$ cat src/rtl/ft245_tx.sv
// Frames 16-bit pixels (optional A5/5A line header) into a byte FIFO and writes them to an FT245, one byte per 9 cycles.
// s_ready drops when fewer than 4 bytes are free; writes stall while synchronised TXE# is high.
module ft245_tx #(
  parameter int          FIFO_AW  = 8,
  parameter int          WR_CYC   = 3,
  parameter int          HOLD_CYC = 1,
  parameter int          GAP_CYC  = 4,
  parameter logic [7:0]  HDR0     = 8'hA5,
  parameter logic [7:0]  HDR1     = 8'h5A
) (
  input  logic        clk,
  input  logic        RST_N,
  input  logic        s_valid,
  input  logic [15:0] s_data,
  input  logic        s_sof,
  output logic        s_ready,
  output logic [7:0]  FT_D_OUT,
  output logic        FT_D_OE,
  output logic        FT_WR,
  input  logic        FT_TXE,
  output logic        busy
);

  localparam int DEPTH = 1 << FIFO_AW;

  typedef enum logic [1:0] {IDLE, SETUP, STROBE, GAP} state_t;

  logic [7:0]         mem [DEPTH];
  logic [FIFO_AW-1:0] wr_ptr, rd_ptr;
  logic [FIFO_AW:0]   count;
  logic [FIFO_AW:0]   free;
  logic [7:0]         stg [4];
  logic [2:0]         n_push;
  logic               accept, pop;
  logic               txe_m, txe_s;
  state_t             state;
  logic [7:0]         cyc;

  assign free    = (FIFO_AW+1)'(DEPTH) - count;
  assign s_ready = (free >= (FIFO_AW+1)'(4));
  assign accept  = s_valid & s_ready;
  assign pop     = (state == SETUP) && (cyc == 8'(WR_CYC - 1));

  // Staging: bytes in push order, MSB of the pixel first.
  always_comb begin
    for (int i = 0; i < 4; i++) stg[i] = 8'h00;
    n_push = 3'd0;
    if (accept) begin
      if (s_sof) begin
        stg[0] = HDR0;
        stg[1] = HDR1;
        stg[2] = s_data[15:8];
        stg[3] = s_data[7:0];
        n_push = 3'd4;
      end else begin
        stg[0] = s_data[15:8];
        stg[1] = s_data[7:0];
        n_push = 3'd2;
      end
    end
  end

  always_ff @(posedge clk) begin
    for (int i = 0; i < 4; i++) begin
      if (3'(i) < n_push) mem[wr_ptr + FIFO_AW'(i)] <= stg[i];
    end
  end

  always_ff @(posedge clk or negedge RST_N) begin
    if (!RST_N) begin
      wr_ptr <= '0;
      rd_ptr <= '0;
      count  <= '0;
      busy   <= 1'b0;
    end else begin
      wr_ptr <= wr_ptr + FIFO_AW'(n_push);
      rd_ptr <= rd_ptr + FIFO_AW'(pop);
      count  <= count + (FIFO_AW+1)'(n_push) - (FIFO_AW+1)'(pop);
      busy   <= (count != '0) || (state != IDLE);
    end
  end

  // TXE# is asynchronous to clk; preset to "not ready" so nothing starts out of reset.
  always_ff @(posedge clk or negedge RST_N) begin
    if (!RST_N) begin
      txe_m <= 1'b1;
      txe_s <= 1'b1;
    end else begin
      txe_m <= FT_TXE;
      txe_s <= txe_m;
    end
  end

  always_ff @(posedge clk or negedge RST_N) begin
    if (!RST_N) begin
      state    <= IDLE;
      cyc      <= 8'd0;
      FT_WR    <= 1'b0;
      FT_D_OE  <= 1'b0;
      FT_D_OUT <= 8'h00;
    end else begin
      case (state)
        IDLE: begin
          if ((count != '0) && !txe_s) begin
            state    <= SETUP;
            FT_D_OUT <= mem[rd_ptr];
            FT_D_OE  <= 1'b1;
            FT_WR    <= 1'b1;
            cyc      <= 8'd0;
          end
        end
        SETUP: begin
          // Committed once started: a late TXE# rise does not abort the strobe.
          if (cyc == 8'(WR_CYC - 1)) begin
            state <= STROBE;
            FT_WR <= 1'b0;
            cyc   <= 8'd0;
          end else begin
            cyc <= cyc + 8'd1;
          end
        end
        STROBE: begin
          if (cyc == 8'(HOLD_CYC - 1)) begin
            state   <= GAP;
            FT_D_OE <= 1'b0;
            cyc     <= 8'd0;
          end else begin
            cyc <= cyc + 8'd1;
          end
        end
        GAP: begin
          if (cyc == 8'(GAP_CYC - 1)) begin
            state <= IDLE;
            cyc   <= 8'd0;
          end else begin
            cyc <= cyc + 8'd1;
          end
        end
        default: state <= IDLE;
      endcase
    end
  end

endmodule

$ cat config.mk
export PLATFORM = sky130hd
export DESIGN_NAME = ft245_tx
export DESIGN_NICKNAME = d
export VERILOG_FILES = /design/src/rtl/ft245_tx.sv
export SDC_FILE = /design/constraint.sdc
export NUM_CORES = 2
export LEC_CHECK = 0
export BUFFER_PORTS_ARGS = -buffer_cell sky130_fd_sc_hd__buf_2
export CORE_MARGIN = 4
export CORE_UTILIZATION = 45
export CTS_CLUSTER_SIZE = 16
export DETAILED_ROUTE_END_ITERATION = 16
export HOLD_SLACK_MARGIN = 0.1
export PLACE_DENSITY_LB_ADDON = 0.08
export SETUP_SLACK_MARGIN = 0.2
export SLEW_MARGIN = 20
export SYNTH_ARGS = -nofsm -noshare
export SYNTH_HDL_FRONTEND = slang
export SYNTH_SLANG_ARGS = --single-unit
$ cat constraint.sdc
create_clock -name clk -period 8.4 [get_ports clk]
set_clock_uncertainty 0.1 [all_clocks]
set_input_delay 1.68 -clock clk [delete_from_list [all_inputs] [get_ports clk]]
set_output_delay 1.68 -clock clk [all_outputs]
set_load 0.1 [all_outputs]
==> impl_metrics.csv <==
group,metric,value,unit
timing,worst_pin_slew,1.31,ns
floorplan,rows,180,
timing,fin_crit,5.98,ns
place,gp_congestion,0.967,
timing,hold_viol_final,0,
place,place_ws,2.43,ns
pwr,leakage,39.8,nW
synth,synth.distinct_cells,95,
place,port_buffers,32,
worst_setup_path,cp_common_cell,"o21ai_0",
routing,dr.pass1.iters,6,
global_routing,grt_pass1_vias,78800,
pwr,power_frac_comb,32.3,%
global_routing,grt_max_degree,147,
clock_tree,cts_hold_buf,0,
timing,max_freq,167,MHz
pwr,clock_power_share,31.0,%
clock_tree,post_cts_buffers,0,
clock_tree,clockBufferDepth,3,
clock_tree,cts_made_buffers,234,
floorplan,io_pins,33,
worst_setup_path,crit_fanout,38,
layout,final_common_cell,"edfxtp_1",
worst_setup_path,max_stage_delay,0.88,ns
global_routing,grt.overflow.total,0,
worst_setup_path,required,8.94,ns
worst_setup_path,start_kind,"flop",
routing,via_count,84200,
synth,synth.net_count,8748,
pwr,p_int,0.0213,W
timing,fin_crit_sh,71.2,%
timing,setup_viol_count_final,0,
synth,async_flop_share,2.24,%
clock_tree,h-tree-depth,4,
clock_tree,clkTransAtPathRegs,0.06,ns
routing,remaining_drc_errors,0,
floorplan,coreArea,0.241,mm²
synth,synth_ff_type,"edfxtp_1",
synth,synthCells,8698,
clock_tree,clk_latency,0.93,ns
synth,syn-cell-area,0.109,mm²
worst_setup_path,path_class,"reg2reg",
worst_setup_path,cp-end-kind,"flop",
synth,synth-edff-count,2048,
floorplan,die-area,0.250,mm²
outcome,status,"finished clean",
synth,ys_ff_latch,2095,
routing,via_per_inst,7.16,
layout,final_layout_size_suffix_gt1_share,14.9,%
pwr,vdd_drop_max,337,µV
layout,area_growth,9.89,%
layout,nFillCells,20900,
pwr,swShare,36.9,%
synth,ys_warn_count,0,
timing,setup_ws,2.42,ns
global_routing,grt_pass1_wl,654,mm
clock_tree,postCtsResizedCells,0,
worst_setup_path,cp.arrival,6.52,ns
timing,setup_tns,0,ns
floorplan,initial_core_util,45.2,%
flow_run,maxCapViolations,0,
floorplan,die_y,500,µm
pwr,powerDensity,282,mW/mm²
global_routing,antenna_found_initial,34,
routing,ant_nets,0,
place,hpwl,288,mm
clock_tree,clock-sinks,2095,
layout,design_area,0.120,mm²
place,place_area,0.112,mm²
layout,final_cell_mix,"2048 x edfxtp_1, 1197 x nand2_1, 600 x o221ai_1",
worst_setup_path,path_buf_inv,2,
worst_setup_path,slowest_stage,"buf_4",
timing,rsz0062_at_grt,"false",
pwr,p_seq_share,36.7,%
routing,drt-total-wl,480,mm
worst_hold_path,hold_class,"reg2reg",
layout,nNetsFinal,8382,
pwr,p_switching,0.0125,W
synth,yosysSeqAreaShare,57.6,%
timing,slew_headroom,12.1,%
clock_tree,cts_tree,"built",
timing,slew_viol_final,0,
routing,drtIter0Drc,13900,
worst_setup_path,critPathTopFamily,"simple AND/OR/NAND/NOR gates",
synth,syn_area_per_cell,12.5,µm²
floorplan,die_x,500,µm
routing,drt-wirelength-per-cell,40.8,µm
worst_setup_path,cp_cell_sequence,"or3_1 -> nor3_1 -> ha_1 -> o21ai_0 -> a21oi_1 -> and3_4 -> a21oi_2 -> nand2_1 -> inv_2 -> nand2_4 -> buf_4 -> o21ai_0",
clock_tree,clk_root_buffer_cell,"clkbuf_16",
global_routing,track_usage,37.4,%
==> metrics by stage <==
step           util (%)  hold WS [ns]  std cells  total power [W]
3_3_place_gp       46.5         0.249      11300           0.0230
4_1_cts            49.7         0.259      11700           0.0334
2_1_floorplan         -         0.245       8698           0.0189
6_report           49.7         0.259      11700           0.0338
3_5_place_dp       46.5         0.250      11300           0.0231
5_1_grt            49.7         0.268      11700           0.0343
==> registers in the layout (all words and copies together), names as in the netlist, 2 cells and up <==
| register | count |
|---|---|
| mem | 2048 |
| count | 9 |
| FT_D_OUT | 8 |
| cyc | 8 |
| rd_ptr | 8 |
| wr_ptr | 7 |
| state | 2 |
==> synth_stat cells, types with 45 or more instances <==
library cell	count	area, µm²
a21o_1	59	443
mux4_2	361	8130
o22ai_1	68	425
inv_1	114	428
and2_1	154	963
a22o_1	289	2530
dfrtp_1	45	1130
a21oi_1	323	1620
nand3_1	55	275
nor2b_1	210	1310
a21boi_0	188	1410
nand2_1	1213	4550
buf_2	186	931
o221ai_1	600	5260
nor2_1	357	1340
o21ai_0	589	2950
edfxtp_1	2048	61500
mux2i_1	367	3670
buf_4	73	548
o2bb2ai_1	139	1220
buf_1	57	214
clkbuf_1	552	2070
==> power groups by stage <==
stage	logic [W]	registers [W]	clock network (W)
final	0.0109	0.0124	0.0105
after floorplan	0.00644	0.0125	0
after global routing	0.0110	0.0124	0.0109
after detailed placement	0.0105	0.0126	0
after global placement	0.0105	0.0126	0
after CTS	0.0105	0.0124	0.0105
==> per-layer routing <==
layer  track usage [%]  part of all wire [%]  vias up
li1                  -                     -    33300
met1              49.2                    37    42800
met2              53.9                    43     6570
met3              12.2                    14     1419
met4              22.8                   7.2       22
met5             0.347                 0.051        -
==> cells by family (layout without fill, tap and decap cells) <==
| group | count (synthesis) | after routing | synth area share [%] |
|---|---|---|---|
| mux | 749 | 749 | 11.1 |
| flops | 2095 | 2095 | 57.6 |
| simple gates | 2203 | 2203 | 9.20 |
| buf+inv | 1015 | 849 | 4.17 |
| fa+ha+maj | 29 | 29 | 0.347 |
| other cells | 0 | 31 | 0 |
| compound gates | 2579 | 2579 | 17.5 |
| xor+xnor | 28 | 28 | 0.225 |
==> final timing paths <==
kind                                     from                   end  slack [ns]  cells past startpoint
setup / recovery           count[2]$_DFF_PN0_  mem[82][5]$_DFFE_PP_        2.42                     12
hold / removal                txe_m$_DFF_PN1_       txe_s$_DFF_PN1_        0.26                      0
setup reg to reg           count[2]$_DFF_PN0_  mem[82][5]$_DFFE_PP_        2.42                     12
hold reg to reg               txe_m$_DFF_PN1_       txe_s$_DFF_PN1_        0.26                      0
max in group asynchronous               RST_N   rd_ptr[3]$_DFF_PN0_        6.68                      2
min in group asynchronous               RST_N   rd_ptr[0]$_DFF_PN0_        0.81                      2
==> area by class of cell <==
class                   instances  area [µm²]  area share, %
clock inverters               137        1470           1.23
well taps                    3185        3990           3.33
multi-input cells            5588       42300           35.3
clock buffers                 299        6140           5.13
flip-flops and latches       2095       62700           52.4
repair buffers                295        2560           2.14
diodes                         31        77.6         0.0648
inverters                     118         458          0.383
Power figures use the tool's default switching activity.
